[config.mk]
export PLATFORM = sky130hd
export DESIGN_NAME = wb_stream_writer_dma
export DESIGN_NICKNAME = d
export VERILOG_FILES = /design/src/rtl/wb_stream_dma_pkg.sv /design/src/rtl/wb_stream_dma_fifo.sv /design/src/rtl/wb_stream_writer_dma.sv
export SDC_FILE = /design/constraint.sdc
export NUM_CORES = 1
export LEC_CHECK = 0
export CORE_ASPECT_RATIO = 0.8
export CORE_MARGIN = 1.5
export CORE_UTILIZATION = 40
export DETAILED_ROUTE_END_ITERATION = 10
export HOLD_SLACK_MARGIN = 0.06
export PLACE_DENSITY = 0.62
export SYNTH_ARGS = -nofsm -noshare
export SYNTH_HDL_FRONTEND = slang
export SYNTH_SLANG_ARGS = --single-unit
[constraint.sdc]
create_clock -name clk -period 5.7 [get_ports clk]
set_clock_uncertainty 0.05 [all_clocks]
set_input_delay 1.71 -clock clk [delete_from_list [all_inputs] [get_ports clk]]
set_output_delay 1.71 -clock clk [all_outputs]
set_load 0.005 [all_outputs]
[src/rtl/wb_stream_dma_pkg.sv]
// rtl/wb_stream_dma_pkg.sv - FSM state and Wishbone CTI encodings shared by the stream writer DMA
package wb_stream_dma_pkg;

    typedef enum logic [1:0] {
        ST_IDLE  = 2'd0,
        ST_WAIT  = 2'd1,
        ST_BURST = 2'd2,
        ST_DONE  = 2'd3
    } dma_state_t;

    localparam logic [2:0] CTI_CLASSIC = 3'b000;
    localparam logic [2:0] CTI_INC     = 3'b010;
    localparam logic [2:0] CTI_EOB     = 3'b111;

endpackage

[src/rtl/wb_stream_dma_fifo.sv]
// rtl/wb_stream_dma_fifo.sv - first-word-fall-through FIFO with free-word count
module wb_stream_dma_fifo #(
    parameter int WIDTH = 32,
    parameter int AW    = 5
) (
    input  logic             clk,
    input  logic             rst,
    input  logic             wr_en,
    input  logic [WIDTH-1:0] wr_data,
    input  logic             rd_en,
    output logic [WIDTH-1:0] rd_data,
    output logic             valid,
    output logic [AW:0]      free
);

    localparam int DEPTH = 1 << AW;
    localparam logic [AW:0] DEPTH_W = (AW+1)'(DEPTH);

    logic [WIDTH-1:0] mem [DEPTH];
    logic [AW-1:0]    wr_ptr;
    logic [AW-1:0]    rd_ptr;
    logic [AW:0]      count;
    logic             do_wr;
    logic             do_rd;

    assign valid   = (count != '0);
    assign do_rd   = rd_en && valid;
    assign do_wr   = wr_en && (count != DEPTH_W);
    assign rd_data = mem[rd_ptr];
    assign free    = DEPTH_W - count;

    // storage is deliberately not reset; count alone defines what is valid
    always_ff @(posedge clk) begin
        if (do_wr) begin
            mem[wr_ptr] <= wr_data;
        end
    end

    always_ff @(posedge clk) begin
        if (rst) begin
            wr_ptr <= '0;
            rd_ptr <= '0;
            count  <= '0;
        end else begin
            if (do_wr) begin
                wr_ptr <= wr_ptr + 1'b1;
            end
            if (do_rd) begin
                rd_ptr <= rd_ptr + 1'b1;
            end
            case ({do_wr, do_rd})
                2'b10:   count <= count + 1'b1;
                2'b01:   count <= count - 1'b1;
                default: count <= count;
            endcase
        end
    end

endmodule

[src/rtl/wb_stream_writer_dma.sv]
// rtl/wb_stream_writer_dma.sv - Wishbone burst reader feeding a stream port; irq via WB_STREAM_WRITER_DMA_IRQ_EN
module wb_stream_writer_dma
    import wb_stream_dma_pkg::*;
#(
    parameter int WB_AW         = 32,
    parameter int WB_DW         = 32,
    parameter int FIFO_AW       = 5,
    parameter int MAX_BURST_LEN = 128,
    parameter int CNT_W         = 16
) (
    input  logic                 clk,
    input  logic                 rst,
    input  logic [WB_AW-1:0]     cfg_start_adr_i,
    input  logic [CNT_W-1:0]     cfg_buf_size_i,
    input  logic [7:0]           cfg_burst_size_i,
    input  logic                 cfg_circular_i,
    input  logic                 cfg_enable_i,
    input  logic                 cfg_stop_i,
    output logic                 busy_o,
    output logic                 err_o,
    output logic [WB_AW-1:0]     wbm_adr_o,
    output logic [WB_DW-1:0]     wbm_dat_o,
    output logic [WB_DW/8-1:0]   wbm_sel_o,
    output logic                 wbm_we_o,
    output logic                 wbm_cyc_o,
    output logic                 wbm_stb_o,
    output logic [2:0]           wbm_cti_o,
    output logic [1:0]           wbm_bte_o,
    input  logic [WB_DW-1:0]     wbm_dat_i,
    input  logic                 wbm_ack_i,
    input  logic                 wbm_err_i,
    input  logic                 wbm_rty_i,
    output logic [WB_DW-1:0]     stream_m_data_o,
    output logic                 stream_m_valid_o,
    input  logic                 stream_m_ready_i,
    output logic                 irq_o
);

    localparam int WSB     = WB_DW / 8;
    localparam int WSB_LOG = $clog2(WSB);
    localparam logic [WB_AW-1:0] ADR_STEP = WB_AW'(WSB);
    localparam logic [CNT_W-1:0] CNT_STEP = CNT_W'(WSB);
    localparam logic [7:0]       MAX_LEN  = 8'(MAX_BURST_LEN);

    dma_state_t       state_q;
    dma_state_t       state_d;
    logic [WB_AW-1:0] start_adr_q;
    logic [WB_AW-1:0] adr_q;
    logic [CNT_W-1:0] buf_size_q;
    logic [CNT_W-1:0] remaining_q;
    logic [7:0]       burst_len_q;
    logic [7:0]       beats_left_q;
    logic             circular_q;
    logic             stop_q;
    logic             busy_q;
    logic             err_q;
    logic             cyc_q;
    logic [2:0]       cti_q;

    logic             fifo_valid;
    logic [FIFO_AW:0] fifo_free;

    logic [CNT_W-1:0] words_rem;
    logic [7:0]       len;
    logic [7:0]       burst_clamp;
    logic [CNT_W-1:0] rem_after;
    logic             space_ok;
    logic             stop_eff;
    logic             last_beat;

    logic do_start, do_launch, beat_ack, end_cycle, do_wrap, do_abort, go_idle;

    assign words_rem   = remaining_q >> WSB_LOG;
    assign len         = (CNT_W'(burst_len_q) <= words_rem) ? burst_len_q : words_rem[7:0];
    assign burst_clamp = (32'(cfg_burst_size_i) > MAX_BURST_LEN) ? MAX_LEN : cfg_burst_size_i;
    assign rem_after   = remaining_q - CNT_STEP;
    assign space_ok    = 32'(fifo_free) >= 32'(len);
    assign stop_eff    = stop_q || cfg_stop_i;
    assign last_beat   = (beats_left_q == 8'd1);

    always_ff @(posedge clk) begin
        if (rst) begin
            state_q <= ST_IDLE;
        end else begin
            state_q <= state_d;
        end
    end

    always_comb begin
        state_d   = state_q;
        do_start  = 1'b0;
        do_launch = 1'b0;
        beat_ack  = 1'b0;
        end_cycle = 1'b0;
        do_wrap   = 1'b0;
        do_abort  = 1'b0;
        go_idle   = 1'b0;
        case (state_q)
            ST_IDLE: begin
                if (cfg_enable_i) begin
                    do_start = 1'b1;
                    state_d  = ST_WAIT;
                end
            end
            ST_WAIT: begin
                if (stop_eff) begin
                    state_d = ST_DONE;
                end else if (space_ok) begin
                    do_launch = 1'b1;
                    state_d   = ST_BURST;
                end
            end
            ST_BURST: begin
                // rty is simply a beat without ack: stb stays up and the address holds
                if (wbm_err_i) begin
                    do_abort  = 1'b1;
                    end_cycle = 1'b1;
                    state_d   = ST_DONE;
                end else if (wbm_ack_i && !wbm_rty_i) begin
                    beat_ack = 1'b1;
                    if (last_beat) begin
                        end_cycle = 1'b1;
                        if (rem_after != '0) begin
                            state_d = stop_eff ? ST_DONE : ST_WAIT;
                        end else if (circular_q && !stop_eff) begin
                            do_wrap = 1'b1;
                            state_d = ST_WAIT;
                        end else begin
                            state_d = ST_DONE;
                        end
                    end
                end
            end
            ST_DONE: begin
                if (!fifo_valid) begin
                    go_idle = 1'b1;
                    state_d = ST_IDLE;
                end
            end
            default: state_d = ST_IDLE;
        endcase
    end

    // later statements override earlier ones: the wrap reload wins over the beat increment
    always_ff @(posedge clk) begin
        if (rst) begin
            start_adr_q  <= '0;
            adr_q        <= '0;
            buf_size_q   <= '0;
            remaining_q  <= '0;
            burst_len_q  <= '0;
            beats_left_q <= '0;
            circular_q   <= 1'b0;
            stop_q       <= 1'b0;
            busy_q       <= 1'b0;
            err_q        <= 1'b0;
            cyc_q        <= 1'b0;
            cti_q        <= CTI_CLASSIC;
        end else begin
            if (do_start) begin
                start_adr_q <= cfg_start_adr_i;
                adr_q       <= cfg_start_adr_i;
                buf_size_q  <= cfg_buf_size_i;
                remaining_q <= cfg_buf_size_i;
                burst_len_q <= burst_clamp;
                circular_q  <= cfg_circular_i;
                stop_q      <= 1'b0;
                busy_q      <= 1'b1;
                err_q       <= 1'b0;
            end
            if (state_q != ST_IDLE && cfg_stop_i) begin
                stop_q <= 1'b1;
            end
            if (do_launch) begin
                cyc_q        <= 1'b1;
                beats_left_q <= len;
                cti_q        <= (len == 8'd1) ? CTI_EOB : CTI_INC;
            end
            if (beat_ack) begin
                adr_q        <= adr_q + ADR_STEP;
                remaining_q  <= rem_after;
                beats_left_q <= beats_left_q - 8'd1;
                cti_q        <= (beats_left_q == 8'd2) ? CTI_EOB : CTI_INC;
            end
            if (end_cycle) begin
                cyc_q <= 1'b0;
                cti_q <= CTI_CLASSIC;
            end
            if (do_wrap) begin
                adr_q       <= start_adr_q;
                remaining_q <= buf_size_q;
            end
            if (do_abort) begin
                err_q <= 1'b1;
            end
            if (go_idle) begin
                busy_q <= 1'b0;
            end
        end
    end

    wb_stream_dma_fifo #(
        .WIDTH (WB_DW),
        .AW    (FIFO_AW)
    ) u_fifo (
        .clk     (clk),
        .rst     (rst),
        .wr_en   (beat_ack),
        .wr_data (wbm_dat_i),
        .rd_en   (stream_m_ready_i),
        .rd_data (stream_m_data_o),
        .valid   (fifo_valid),
        .free    (fifo_free)
    );

    assign busy_o           = busy_q;
    assign err_o            = err_q;
    assign wbm_adr_o        = adr_q;
    assign wbm_dat_o        = '0;
    assign wbm_sel_o        = '1;
    assign wbm_we_o         = 1'b0;
    assign wbm_cyc_o        = cyc_q;
    assign wbm_stb_o        = cyc_q;
    assign wbm_cti_o        = cti_q;
    assign wbm_bte_o        = 2'b00;
    assign stream_m_valid_o = fifo_valid;

`ifdef WB_STREAM_WRITER_DMA_IRQ_EN
    logic irq_q;

    always_ff @(posedge clk) begin
        if (rst) begin
            irq_q <= 1'b0;
        end else begin
            irq_q <= go_idle || do_wrap;
        end
    end

    assign irq_o = irq_q;
`else
    assign irq_o = 1'b0;
`endif

endmodule

==> results of run 1 <==
[worst reg2reg max path: stages (launching register included)]
cell,delay (ns)
dfxtp_1,0.48
inv_1,0.22
ha_1,0.38
a2111oi_0,0.64
o221ai_1,0.37
nand2_1,0.30
o21ai_0,0.26
ha_1,0.34
nand2b_1,0.14
a2111o_1,0.41
a21o_1,0.18
a31oi_1,0.37
a211o_1,0.35
nor2_1,0.11
o31a_1,0.31
[worst min-delay path by stage]
| stage | start | endpoint | slack (ns) |
|---|---|---|---|
| after global routing | buf_size_q[0]$_SDFFE_PP0P_ | buf_size_q[0]$_SDFFE_PP0P_ | 0.43 |
| after floorplan | beats_left_q[4]$_SDFFE_PP0P_ | beats_left_q[4]$_SDFFE_PP0P_ | 0.39 |
| final | buf_size_q[11]$_SDFFE_PP0P_ | buf_size_q[11]$_SDFFE_PP0P_ | 0.41 |
| after detailed placement | start_adr_q[4]$_SDFFE_PP0P_ | start_adr_q[4]$_SDFFE_PP0P_ | 0.40 |
| after CTS | start_adr_q[4]$_SDFFE_PP0P_ | start_adr_q[4]$_SDFFE_PP0P_ | 0.41 |
| after global placement | start_adr_q[19]$_SDFFE_PP0P_ | wbm_adr_o[19]$_SDFFE_PP0P_ | 0.39 |
[cell usage after synthesis (11+ instances only)]
library cell  number
edfxtp_1        1024
mux4_2           320
nand2_1          184
dfxtp_1          142
nor2_1           123
a21oi_1          102
clkbuf_1          95
buf_4             44
mux2_2            32
buf_2             31
ha_1              31
inv_1             29
xor2_1            27
o21ai_0           26
xnor2_1           26
nor3_1            25
nand3_1           19
nand4_1           18
a211oi_1          16
o22ai_1           15
nand3b_1          12
o221ai_1          11
[metrics by stage]
step                utilization  instances  worst slack (ns)
floorplan                     -       2549             0.929
global placement          0.439       4169             0.227
detailed placement        0.439       4169             0.318
CTS                       0.470       4378            0.0867
global route              0.471       4390             0.188
finish                    0.471       4392             0.356
[logic make-up after synthesis]
family          share of synthesized area
mux                                 0.162
buf+inv                            0.0231
simple gates                       0.0450
flops                               0.716
compound gates                     0.0352
other cells                      0.000160
xor+xnor                           0.0102
fa+ha+maj                         0.00869
[cells in the final DEF (no fill, tap or decap), drive strengths merged, types with 4 or more instances in the layout]
| cell type | count |
|---|---|
| a211oi | 17 |
| a21oi | 106 |
| a221oi | 7 |
| a311oi | 9 |
| a31oi | 7 |
| and2 | 6 |
| buf | 112 |
| bufinv | 10 |
| clkbuf | 138 |
| clkdlybuf4s50 | 167 |
| clkinv | 53 |
| conb | 40 |
| dfxtp | 142 |
| edfxtp | 1024 |
| ha | 31 |
| inv | 34 |
| mux2 | 32 |
| mux2i | 4 |
| mux4 | 320 |
| nand2 | 184 |
| nand2b | 5 |
| nand3 | 19 |
| nand3b | 12 |
| nand4 | 23 |
| nor2 | 124 |
| nor3 | 28 |
| nor4 | 6 |
| nor4b | 4 |
| o211ai | 9 |
| o21ai | 28 |
| o221ai | 19 |
| o22ai | 15 |
| o31a | 4 |
| or3 | 11 |
| xnor2 | 27 |
| xor2 | 27 |
[report_power, final]
| part | switching, W | internal [W] | total (W) |
|---|---|---|---|
| logic | 0.000807 | 0.000672 | 0.00148 |
| clock network | 0.00321 | 0.00416 | 0.00737 |
| registers | 0.000174 | 0.00942 | 0.00959 |
| total | 0.00419 | 0.0142 | 0.0184 |
[state kept, by name, indices dropped and copies added (netlist names), 6 cells and up, named ones only]
register / flops
wbm_adr_o: 32
buf_size_q: 16
start_adr_q: 32
u_fifo.count: 6
burst_len_q: 8
u_fifo.mem: 1024
remaining_q: 16
beats_left_q: 8
[cell type report]
class	instances	area, um^2
fill	9575	61600
tap	1539	1930
inverter	29	109
antenna	2	5.00
multi-input combinational	1168	12700
sequential	1166	33600
clock buffer	138	2970
timing repair buffer	279	2910
clock inverter	71	647
[timing repair]
item,4_1_cts,5_1_grt
setup endpoints to repair,0,1
hold buffers,0,0
buffers inserted,0,12
[routing by layer]
metal / up-vias / GRT usage / part of all wire
met5: - / 0 / 0.000094
li1: 10600 / - / -
met2: 933 / 0.305 / 0.47
met1: 13400 / 0.286 / 0.44
met3: 164 / 0.0393 / 0.072
met4: 2 / 0.0457 / 0.020
==> metrics.md, run 1 <==
| Metric | Value |
|---|---|
| Total GRT Usage | `0.196` |
| Clock sink count | `1166` |
| Setup Crit Path Kind | `reg -> out` |
| Top FF cell, synth | `edfxtp_1` |
| Leak Pwr | `between 15 and 20 nW` |
| Initial DRT Pass Iterations | `5` |
| Crit path DAT | `3.58 ns` |
| CP max stage cell | `mux4_2` |
| Port bufs | `around 170` |
| Final Instance Area | `54800 um^2` |
| Crit share post-route | `0.938` |
| Layout Area Growth over Synthesis | `16.8%` |
| Full die area | `between 100000 and 150000 um^2` |
| CP max FO | `40` |
| Post-synth EDFFs | `1024` |
| DR vias | `around 25000` |
| Clk slew on worst S/H paths | `0.06 ns` |
| Least-Margin Pin Slew | `1.29 ns` |
| Layout cell share with drive strength beyond 1 | `0.249` |
| Worst hold path type | `reg -> reg` |
| Syn Area/Cell | `18.7 um^2` |
| Clk Latency, worst-skew pair | `0.71 ns` |
| Top-area cell type share of the netlist area | `0.655` |
| R2R depth | `14` |
| Area of the core | `116000 um^2` |
| WP buf/inv | `3` |
| Worst path cell trace | `buf_4 -> buf_12 -> mux4_2 -> mux4_2 -> mux2_2 -> clkdlybuf4s50_1` |
| Top cells by area, synth | `edfxtp_1 66%, mux4_2 15%, dfxtp_1 6.1%, nand2_1 1.5%, a21oi_1 1.1%` |
| First-pass GRT wire length | `171000 um` |
| CTS tree | `yes` |
| Netlist cell types | `84` |
| Status | `finished, final reports clean` |
| IO Pins | `209` |
| Critical Path RT | `3.94 ns` |
| H-tree depth | `3` |
| Crit-path max cell delay | `about 0.6 ns` |
| Post-DP Area | `51100 um^2` |
| Yosys top cell by area | `edfxtp_1` |
| Max cap viols | `0` |
| CTS Buf Count | `approximately 110` |
| Peak VDD IR | `0.227 mV` |
| Min Clock Period, post-route | `5.34 ns` |
| Hold_ws | `0.407 ns` |
| Final Hold Vio Count | `0` |
| Register area share after synthesis | `0.716` |
| # setup viols final | `0` |
| Warnings, synthesis | `0` |
| Cell repeated most along the worst path | `mux4_2` |
| Critical Path Sink Type | `output port` |
| Mapped Area | `46900 um^2` |
| Clk root buf | `clkbuf_16` |
| Max_slew headroom | `0.139` |
| DRC | `0` |
| Critical R2R Capture | `beats_left_q[5]$_SDFFE_PP0P_` |
| Hold Path Cell Cnt | `2` |
| Final RePlAce weighted congestion | `0.838` |
| Critical Path Stages | `6` |
| Clock tree buffer depth | `3` |
| Register bit total from synthesis | `1166` |
| CP endpoint | `stream_m_data_o[25]` |
| Syn Inst Count | `between 2000 and 3000` |
| WL per Instance | `26.6 um` |
| ANT nets after route | `0` |
| Via density | `5.70` |
| CP delay by family, top | `multiplexers` |
| Placed wire-length estimate | `67800 um` |
| # resized after CTS | `0` |
| Remaining global-route overflow | `0` |
| Setup crit start kind | `flip-flop` |
| Final net count | `2885` |
| Initial Util | `0.403` |
| Max Fclk | `0.187 GHz` |
| DIE HEIGHT | `slightly above 300 um` |
| Final WL | `117000 um` |
| Site row count | `112` |
| DIE WIDTH | `386 um` |
| RR Startpoint | `remaining_q[7]$_SDFFE_PP0P_` |
| FFs w/ async S/R, synth | `0` |
| PwrDens | `336 nW/um^2` |
| Setup TNS | `0 ns` |
| Initial antenna violation count | `1` |
| Register-to-Register Setup Slack | `about 0.69 ns` |
| Final Max Tran Viols | `0` |
| RSZ-0062 raised after global routing | `no` |
| Power Total | `0.0184 W` |
| Number of DRC markers in iteration 0 | `2666` |
| Largest net degree at the start of global routing | `90` |
| Vias in the first global route | `25100` |
Power figures use the tool's default switching activity.
==> run 2: changes to the inputs <==
--- a/config.mk
+++ b/config.mk
@@ -8,9 +8,11 @@
 export CORE_ASPECT_RATIO = 0.8
 export CORE_MARGIN = 1.5
 export CORE_UTILIZATION = 40
+export CTS_BUF_LIST = sky130_fd_sc_hd__clkbuf_4 sky130_fd_sc_hd__clkbuf_8 sky130_fd_sc_hd__clkbuf_16
 export DETAILED_ROUTE_END_ITERATION = 10
 export HOLD_SLACK_MARGIN = 0.06
 export PLACE_DENSITY = 0.62
 export SYNTH_ARGS = -nofsm -noshare
 export SYNTH_HDL_FRONTEND = slang
+export SYNTH_HIERARCHICAL = 1
 export SYNTH_SLANG_ARGS = --single-unit
==> metrics.md, run 2 <==
| Metric | Value |
|---|---|
| Setup TNS | `0 ns` |
| FF+latch area | `33600 um^2` |
| Area of the core | `~120000 um^2` |
| Full die area | `121000 um^2` |
| Max_slew headroom | `0.219` |
| DIE WIDTH | `just under 400 um` |
| Hold Path Cell Cnt | `2` |
| CTS tree | `yes` |
| Register area share after synthesis | `0.708` |
| Largest net degree at the start of global routing | `94` |
| DIE HEIGHT | `311 um` |
| Max Fclk | `0.180 GHz` |
| Final WS setup | `0.158 ns` |
| Worst hold path type | `reg -> reg` |
| Area used by multi-input combinational logic | `13000 um^2` |
| First-pass GRT wire length | `179000 um` |
| Final WL | `123000 um` |
| Crit path DAT | `3.78 ns` |
| CP max FO | `39` |
| Register bit total from synthesis | `approximately 1200` |
| Final RePlAce weighted congestion | `0.795` |
| Most frequent cells after synthesis | `1024 x edfxtp_1, 196 x mux2_2, 168 x nand2_1` |
| Clk slew on worst S/H paths | `0.07 ns` |
| WL per Instance | `25.5 um` |
| Layout Area Growth over Synthesis | `16.9%` |
| DR vias | `27000` |
| Remaining global-route overflow | `0` |
| Peak VDD IR | `between 0.2 and 0.3 mV` |
| Mapped Area | `47500 um^2` |
| DP Worst Slack | `0.729 ns` |
| Largest register FFs | `1024` |
| Vias in the first global route | `26100` |
| Number of DRC markers in iteration 0 | `between 2000 and 3000` |
| DRC | `0` |
| Yosys top cell by area | `edfxtp_1` |
| IO Pins | `209` |
| Setup Crit Path Kind | `reg -> out` |
| Clock sink count | `1166` |
| Min Clock Period, post-route | `5.54 ns` |
| Setup crit start kind | `flip-flop` |
| PwrDens | `337 nW/um^2` |
| N_diodes | `0` |
| Syn Inst Count | `about 3000` |
| Placed wire-length estimate | `72000 um` |
| Setup Buffers After CTS | `0` |
| Initial DRT Pass Iterations | `7` |
| Hold Buf Count CTS | `0` |
| Crit share post-route | `0.972` |
| Top cells by area, synth | `edfxtp_1 65%, mux4_2 6.1%, dfxtp_1 6.0%, mux2_2 4.6%, nand2_1 1.3%` |
| Syn Area/Cell | `approximately 16 um^2` |
| RSZ-0062 raised after global routing | `no` |
| Final Hold Vio Count | `0` |
| FILL cells | `9854` |
| Warnings, synthesis | `6` |
| Cells after DPL | `approximately 4600` |
| Max cap viols | `0` |
| Layout cell share with drive strength beyond 1 | `0.214` |
| Initial Util | `0.405` |
| ANT nets after route | `0` |
| # setup viols final | `0` |
| Final net count | `3306` |
| Commonest non-fill, non-tap cell in the layout | `edfxtp_1` |
| Largest Register | `u_fifo/mem` |
| Via density | `5.61` |
| Cell Count, Final, Fillers Out | `between 4000 and 5000` |
| H-tree depth | `3` |
| CTS Buf Count | `between 100 and 150` |
| Clk Latency, worst-skew pair | `0.73 ns` |
| Final Max Tran Viols | `0` |
| Initial antenna violation count | `7` |
| Clock tree buffer depth | `3` |
| Critical Path RT | `between 3 and 4 ns` |
| # resized after CTS | `0` |
| Power Total | `0.0187 W` |
| R2R depth | `15` |
| Top-area cell type share of the netlist area | `0.648` |
| Port bufs | `between 150 and 200` |
| Leak Pwr | `~18 nW` |
| Top FF cell, synth | `edfxtp_1` |
| Status | `finished, final reports clean` |
| Least-Margin Pin Slew | `1.17 ns` |
| Netlist cell types | `79` |
| Commonest non-fill, non-tap cells in the layout | `1024 x edfxtp_1, 196 x mux2_2, 168 x nand2_1` |
| Clk root buf | `clkbuf_16` |
| Total GRT Usage | `0.200` |
| FFs w/ async S/R, synth | `0` |
| Critical Path Sink Type | `output port` |
| Site row count | `between 100 and 150` |
| Count leader, synth | `edfxtp_1` |
| Post-synth EDFFs | `about 1000` |
run 2: cell count changes in the layout (fill, tap and decap cells not counted), sizes merged, moves of 54 or more:
cell	previous run	this run
mux4	320	128
mux2	32	196
nor2b	2	73
o22ai	15	84
o21ai	28	96
a22o	0	64
a211oi	17	73
nor3	28	82
run 2: layer usage:
layer / part of all wire / up-vias / GRT usage
met5: 0.00022 / - / 0
met4: 0.018 / 6 / 0.0437
li1: - / 12000 / -
met2: 0.46 / 834 / 0.307
met1: 0.46 / 14000 / 0.299
met3: 0.063 / 171 / 0.0336
run 2: power by group:
part	internal, W	switching [W]
combinational	0.000607	0.000797
clock	0.00446	0.00327
sequential	0.00942	0.000175
run 2: cells by family after synthesis:
kind of cell / after synthesis / share of synthesized area
flip-flops: 1166 / 0.708
AND/OR/NAND/NOR: 646 / 0.0699
AO/OA/AOI/OAI: 490 / 0.0684
multiplexers: 336 / 0.110
buffers and inverters: 259 / 0.0269
XOR/XNOR: 53 / 0.00978
adder cells (fa/ha/maj): 29 / 0.00764
other: 2 / 0.000158
run 2: cell type report:
| type | instances | area share |
|---|---|---|
| tap | 1539 | 0.0347 |
| sequential | 1166 | 0.605 |
| multi-input combinational | 1594 | 0.235 |
| clock inverter | 76 | 0.0146 |
| inverter | 27 | 0.00183 |
| clock buffer | 135 | 0.0549 |
| timing repair buffer | 278 | 0.0539 |
run 2: critical path, stage by stage (launching register included):
cell	delay, ns
dfxtp_4	0.77
buf_12	0.33
buf_12	0.26
mux2_2	0.36
o22ai_1	0.21
nor3_1	0.07
or4_1	0.55
clkdlybuf4s50_1	0.49
run 2: stage by stage:
step | util | cell area, um^2 | hold WS (ns)
after global placement | 0.441 | 51700 | 0.389
final | 0.474 | 55500 | 0.357
after floorplan | - | 47600 | 0.379
after detailed placement | 0.441 | 51700 | 0.391
after CTS | 0.474 | 55500 | 0.364
after global routing | 0.474 | 55500 | 0.402
run 2: final timing paths:
path,endpoint,slack (ns),startpoint
max,stream_m_data_o[24],0.16,flip-flop
min,wbm_adr_o[18]$_SDFFE_PP0P_,0.36,start_adr_q[18]$_SDFFE_PP0P_
max reg2reg,beats_left_q[3]$_SDFFE_PP0P_,1.18,remaining_q[3]$_SDFFE_PP0P_
min reg2reg,wbm_adr_o[18]$_SDFFE_PP0P_,0.36,start_adr_q[18]$_SDFFE_PP0P_
